==> src/rtl/axis_chk_lfsr.sv <==
// Galois LFSR with synchronous load and advance enable; output bit0 is the
// pseudo-random throttle bit.
module axis_chk_lfsr #(
  parameter int W = 16
) (
  input  logic         clk,
  input  logic         load,
  input  logic         en,
  input  logic [W-1:0] seed,
  input  logic [W-1:0] taps,
  output logic [W-1:0] q
);

  always_ff @(posedge clk) begin
    if (load)    q <= seed;
    else if (en) q <= (q >> 1) ^ (q[0] ? taps : '0);
  end

endmodule

==> config.mk <==
export PLATFORM = sky130hd
export DESIGN_NAME = axis_chk_lfsr
export DESIGN_NICKNAME = d
export VERILOG_FILES = /design/src/rtl/axis_chk_lfsr.sv
export SDC_FILE = /design/constraint.sdc
export NUM_CORES = 1
export LEC_CHECK = 0
export BUFFER_PORTS_ARGS = -buffer_cell sky130_fd_sc_hd__buf_4
export CELL_PAD_IN_SITES_DETAIL_PLACEMENT = 2
export CELL_PAD_IN_SITES_GLOBAL_PLACEMENT = 2
export CORE_MARGIN = 8
export CORE_UTILIZATION = 26
export DETAILED_ROUTE_END_ITERATION = 8
export PLACE_DENSITY_LB_ADDON = 0.12
export SYNTH_ARGS = -nofsm -noshare
export SYNTH_HDL_FRONTEND = slang
export SYNTH_SLANG_ARGS = --single-unit
==> constraint.sdc <==
create_clock -name clk -period 2 [get_ports clk]
set_clock_uncertainty 0.2 [all_clocks]
set_input_delay 0 -clock clk [delete_from_list [all_inputs] [get_ports clk]]
set_output_delay 0 -clock clk [all_outputs]
set_load 0.02 [all_outputs]
==> impl_metrics.tcl, run 1 <==
set metrics [dict create \
    outcome "completed" \
    setup_viol 0 \
    holdPathStages 3 \
    fp.coreArea_sq_um 3690 \
    regArea_sq_um 480 \
    synth_cell_types 10 \
    arrival_ps 1590 \
    fillCellCount 393 \
    multi_input_area_sq_um 469 \
    start_util 0.273 \
    synth_top_area_share 0.477 \
    cts_tree "built" \
    post-route-period-util 0.891 \
    grt_max_degree 49 \
    routabilityCongestion 0.689 \
    start_kind "register" \
    synth_area_leaders "edfxtp_1 48%, a221o_1 15%, nor4bb_1 15%" \
    place_area_sq_um 1420 \
    antenna_found_initial 0 \
    cp_top_family "buffers and inverters" \
    p_leak_nw 0.748 \
    yosys_warnings 0 \
    cts_sinks 16 \
    cts_setup_buffers 0 \
    wl_per_cell_um 18.7 \
    worstHoldStart "en" \
    netlist_area_sq_um 1010 \
    io_pins 51 \
    path_cells "buf_4 -> nand2_1 -> o21ai_0 -> dlygate4sd3_1" \
    powerDensity_nw_per_um2 612 \
    syn-num-nets 123 \
    cts.path.max_buffers 2 \
    dieArea_sq_um 6120 \
    ys.flop_type "edfxtp_1" \
    via_count 1084 \
    drtIter0Drc 36 \
    syn_inst 88 \
    drv_slew 0 \
    reg_top3 "q: 16 flops" \
    first_pass_iters 4 \
    tightest_slew_ps 453 \
    cap_violations 0 \
    rsz0062_at_grt "false" \
    cts_max_level 1 \
    synth-seq-cells 16 \
    r2r_slack_ps 220 \
    fmax_mhz 561 \
    setup_tns_ps 0 \
    max_slew_margin 0.698 \
    row_count 22 \
    synth_area_leader_cell "edfxtp_1" \
    dieWidth_um 78.2 \
    grt_first_pass_wirelength_um 6680 \
    slowest_stage "dlygate4sd3_1" \
    worstHoldEndpoint "q[11]" \
    syn_to_final_growth_pct 76.4 \
    cp_data_required_time_ps 1810 \
    drive_gt1_frac 0.337 \
    drc 0 \
    worst_r2r_path_depth 4 \
    end_kind "register" \
    stdcell_area_sq_um 1780 \
    vdd_drop_max_uv 214 \
    synth_most_common_cell "nand2_1" \
    finalNetCount 206 \
    synth_edf_count 16 \
    fin_util 0.482 \
    cp_num_buf_inv 2 \
    antenna_cells 0 \
    ys_async_sr_fraction 0 \
    reg2reg_to "q[15]" \
    largest-register "q" \
    synth_common_cells "17 x nand2_1, 16 x edfxtp_1, 15 x a221o_1, 15 x nor2b_1, 15 x nor4bb_1" \
    die_h_um 78.2 \
    synth_area_per_cell_sq_um 11.4 \
    viasPerCell 5.00 \
    cts_made_buffers 3 \
    cts_root_buf "clkbuf_8" \
    reg2reg_from "q[0]" \
    yosysSeqAreaShare 0.477 \
    grt_pass1_vias 1284 \
    holdWs_ps 140 \
    path_max_fanout 11 \
    largest_reg_flops 16 \
    hold_class "in -> reg" \
    antenna_left 0 \
    clk_pin_slew_ps 70 \
    routed_wl_um 4050 \
    track_usage 0.135 \
    worstSetupPathType "reg -> reg" \
    hold_viol 0 \
    hpwl_um 2670 \
    numPortBuffers 50 \
    grt_overflow 0 \
    cpPeakStageDelay_ps 580 \
    power.total_w 0.00109 \
    fin_crit_ps 1780 \
    clkLatencyLatePin_ps 250 \
]
==> worst reg2reg max path: cells and delay by family (launching register included) <==
| family | cells | cell delay [ps] |
|---|---|---|
| compound gates | 1 | 80 |
| buf+inv | 2 | 780 |
| simple gates | 1 | 60 |
| flops | 1 | 430 |
==> kinds of logic (layout without fill, tap and decap cells) <==
kind of cell / after synthesis / in the layout / share of synthesized area
buf+inv: 8 / 89 / 0.0571
flops: 16 / 16 / 0.477
simple gates: 48 / 48 / 0.312
compound gates: 16 / 16 / 0.154
==> layout make-up <==
class	count	share of cell area
flip-flops and latches	16	0.270
well taps	48	0.0338
clock buffers	3	0.0232
repair buffers	86	0.408
multi-input cells	64	0.264
==> metal layers <==
metal | routed length [um] | vias up | track usage
li1 | - | 511 | -
met1 | 1530 | 545 | 0.144
met2 | 2320 | 26 | 0.259
met3 | 188 | 2 | 0.0342
met4 | 19 | 0 | 0.0278
met5 | 0 | - | 0
==> layout by cell type (no fill, tap or decap) <==
cell type | netlist | layout
nor2b_1 | 15 | 15
clkbuf_8 | 0 | 3
o21ai_0 | 1 | 1
or2_1 | 1 | 1
nor4bb_1 | 15 | 15
nand2_1 | 17 | 17
buf_4 | 0 | 54
a221o_1 | 15 | 15
edfxtp_1 | 16 | 16
dlygate4sd3_1 | 0 | 32
==> through the flow <==
stage	cells	worst slack (ps)
2_1_floorplan	88	456
3_3_place_gp	182	540
3_5_place_dp	182	492
4_1_cts	217	232
5_1_grt	217	141
6_report	217	218
==> worst max path at each step <==
stage	start	end	slack, ps	depth (start not counted)
2_1_floorplan	q[0]	q[13]	460	3
3_3_place_gp	q[0]	q[12]	540	3
3_5_place_dp	q[0]	q[12]	490	3
4_1_cts	q[0]	q[15]	230	4
5_1_grt	q[0]	q[15]	140	4
6_report	q[0]	q[15]	220	4
==> power breakdown <==
group / internal, W / leakage (nW) / switching, W
logic: 0.000209 / 0.559 / 0.000166
registers: 0.000423 / 0.167 / 0.0000349
clock network: 0.000134 / 0.0216 / 0.000121
total: 0.000766 / 0.748 / 0.000322
==> timing repair <==
item,CTS,global route
hold endpoints to repair,16,0
gates resized for setup,0,0
endpoints found under the setup margin,0,0
hold buffers,32,0
Note: power is estimated with default switching activity, not from simulation.
==> run 2, diff against run 1 <==
==> constraint.sdc (replaced) <==
create_clock -name clk -period 2 [get_ports clk]
set_clock_uncertainty 0.2 [all_clocks]
set_input_delay 0 -clock clk [delete_from_list [all_inputs] [get_ports clk]]
set_output_delay 0 -clock clk [all_outputs]
set_load 0.1 [all_outputs]
==> run 2 against run 1 <==
  * Flip-flop and latch count unchanged
  * Via count down 0.28%
  * Utilization up 0.47 points
  * Highest routed layer unchanged
  * Clock power about the same
==> impl_metrics.tcl, run 2 (synthesized netlist as in run 1, its figures left out) <==
set metrics [dict create \
    stdcell_area_sq_um 1790 \
    tightest_slew_ps 471 \
    path_max_fanout 11 \
    top_layer_used "met4" \
    hold_class "in -> reg" \
    path_cells "buf_6 -> nor4bb_1 -> a221o_1 -> dlygate4sd3_1" \
    post-route-period-util 0.980 \
    hpwl_um 2470 \
    cp-startpoint "q[0]" \
    dieArea_sq_um 6120 \
    start_kind "register" \
    wl_met1_um 1640 \
    cts_sinks 16 \
    track_usage 0.121 \
    setup_viol 0 \
    fp.coreArea_sq_um 3690 \
    grt_max_degree 49 \
    cpPeakStageDelay_ps 550 \
    place_area_sq_um 1410 \
    cp_data_required_time_ps 1810 \
    drtIter0Drc 31 \
    drc 0 \
    powerDensity_nw_per_um2 750 \
    numPortBuffers 50 \
    clk_pin_slew_ps 70 \
    dieWidth_um 78.2 \
    wl_per_cell_um 17.4 \
    fmax_mhz 510 \
    worst_r2r_path_depth 4 \
    cts_tree "built" \
    fin_crit_ps 1960 \
    clkLatencyLatePin_ps 250 \
    finalNetCount 207 \
    worstSetupPathType "reg -> reg" \
    largest-register "q" \
    grt_pass1_vias 1179 \
    end_kind "register" \
    grt_first_pass_wirelength_um 5970 \
    pre_cts_ws_ps 516 \
    worstHoldStart "taps[2]" \
    wl_met3_um 150 \
    drv_slew 0 \
    r2r_slack_ps 40 \
    final_cell_mix "54 x buf_4, 31 x dlygate4sd3_1, 17 x nand2_1" \
    holdPathStages 4 \
    reg2reg_from "q[0]" \
    cap_violations 0 \
    viasPerCell 4.94 \
    routed_wl_um 3810 \
    io_pins 51 \
    cts.path.max_buffers 2 \
    vdd_drop_max_uv 372 \
    antenna_left 0 \
    max_slew_margin 0.686 \
    cts_made_buffers 3 \
    antenna_found_initial 0 \
    power.total_w 0.00135 \
    drive_gt1_frac 0.339 \
    hold_viol 0 \
    via_count 1081 \
    p_leak_nw 0.767 \
    routabilityCongestion 0.656 \
    cts_max_level 1 \
    syn_to_final_growth_pct 78.1 \
    arrival_ps 1770 \
    slowest_stage "dlygate4sd3_1" \
    outcome "completed" \
    reg_top3 "q: 16 flops" \
    cts_root_buf "clkbuf_8" \
    first_pass_iters 2 \
    grt_overflow 0 \
    mostFrequentLayoutCell "buf_4" \
    start_util 0.273 \
    met2WireLength_um 2000 \
    largest_reg_flops 16 \
    row_count 22 \
    antenna_cells 0 \
    setup_ws_ps 40.5 \
    die_h_um 78.2 \
]
==> run 2: changes by cell type in the layout (fill, tap and decap cells not counted) <==
cell,previous run,this run
buf_6,0,1
clkinv_1,0,1
dlygate4sd3_1,32,31
dlymetal6s4s_1,0,1
==> run 2: layout make-up <==
cell class / instances / area (sq um)
clock buffers: 3 / 41.3
repair buffers: 87 / 739
multi-input cells: 64 / 469
fillers: 374 / 1890
flip-flops and latches: 16 / 480
well taps: 48 / 60.1
clock inverters: 1 / 3.75
==> run 2: power by group <==
| group | internal [W] | switching (W) | total (W) |
|---|---|---|---|
| clock network | 0.000136 | 0.000121 | 0.000257 |
| registers | 0.000423 | 0.0000336 | 0.000456 |
| logic | 0.000223 | 0.000409 | 0.000631 |
| total | 0.000782 | 0.000563 | 0.00135 |
==> run 2: metrics by stage <==
step,setup TNS [ps],cells,utilization,hold WS [ps]
2_1_floorplan,-393,88,-,-8.76
3_3_place_gp,0,181,0.382,84.8
3_5_place_dp,0,181,0.382,94.9
4_1_cts,0,217,0.481,130
5_1_grt,-3.77,219,0.486,153
6_report,0,219,0.486,118
==> run 2: repair_timing <==
item                                    in CTS  in global routing
resized for setup                            0                  2
endpoints found under the hold margin       16                  0
buffers inserted                             0                  2
hold buffers                                32                  0
endpoints found under the setup margin       0                  4
==> run 2: worst paths after layout <==
check                to
hold / removal     q[2]
setup / recovery   q[1]
hold reg to reg   q[12]
setup reg to reg   q[1]
==> run 2: critical path: cells and delay by family, from the launching register on <==
family / cells / cell delay (ps)
AOI/OAI and AO/OA: 1 / 270
buffers and inverters: 2 / 710
DFF: 1 / 410
and+or+nand+nor: 1 / 130
==> run 2: layer usage <==
layer,up-vias,global-route usage
li1,514,-
met1,532,0.139
met2,33,0.217
met3,2,0.0342
met4,0,0.0222
met5,-,0
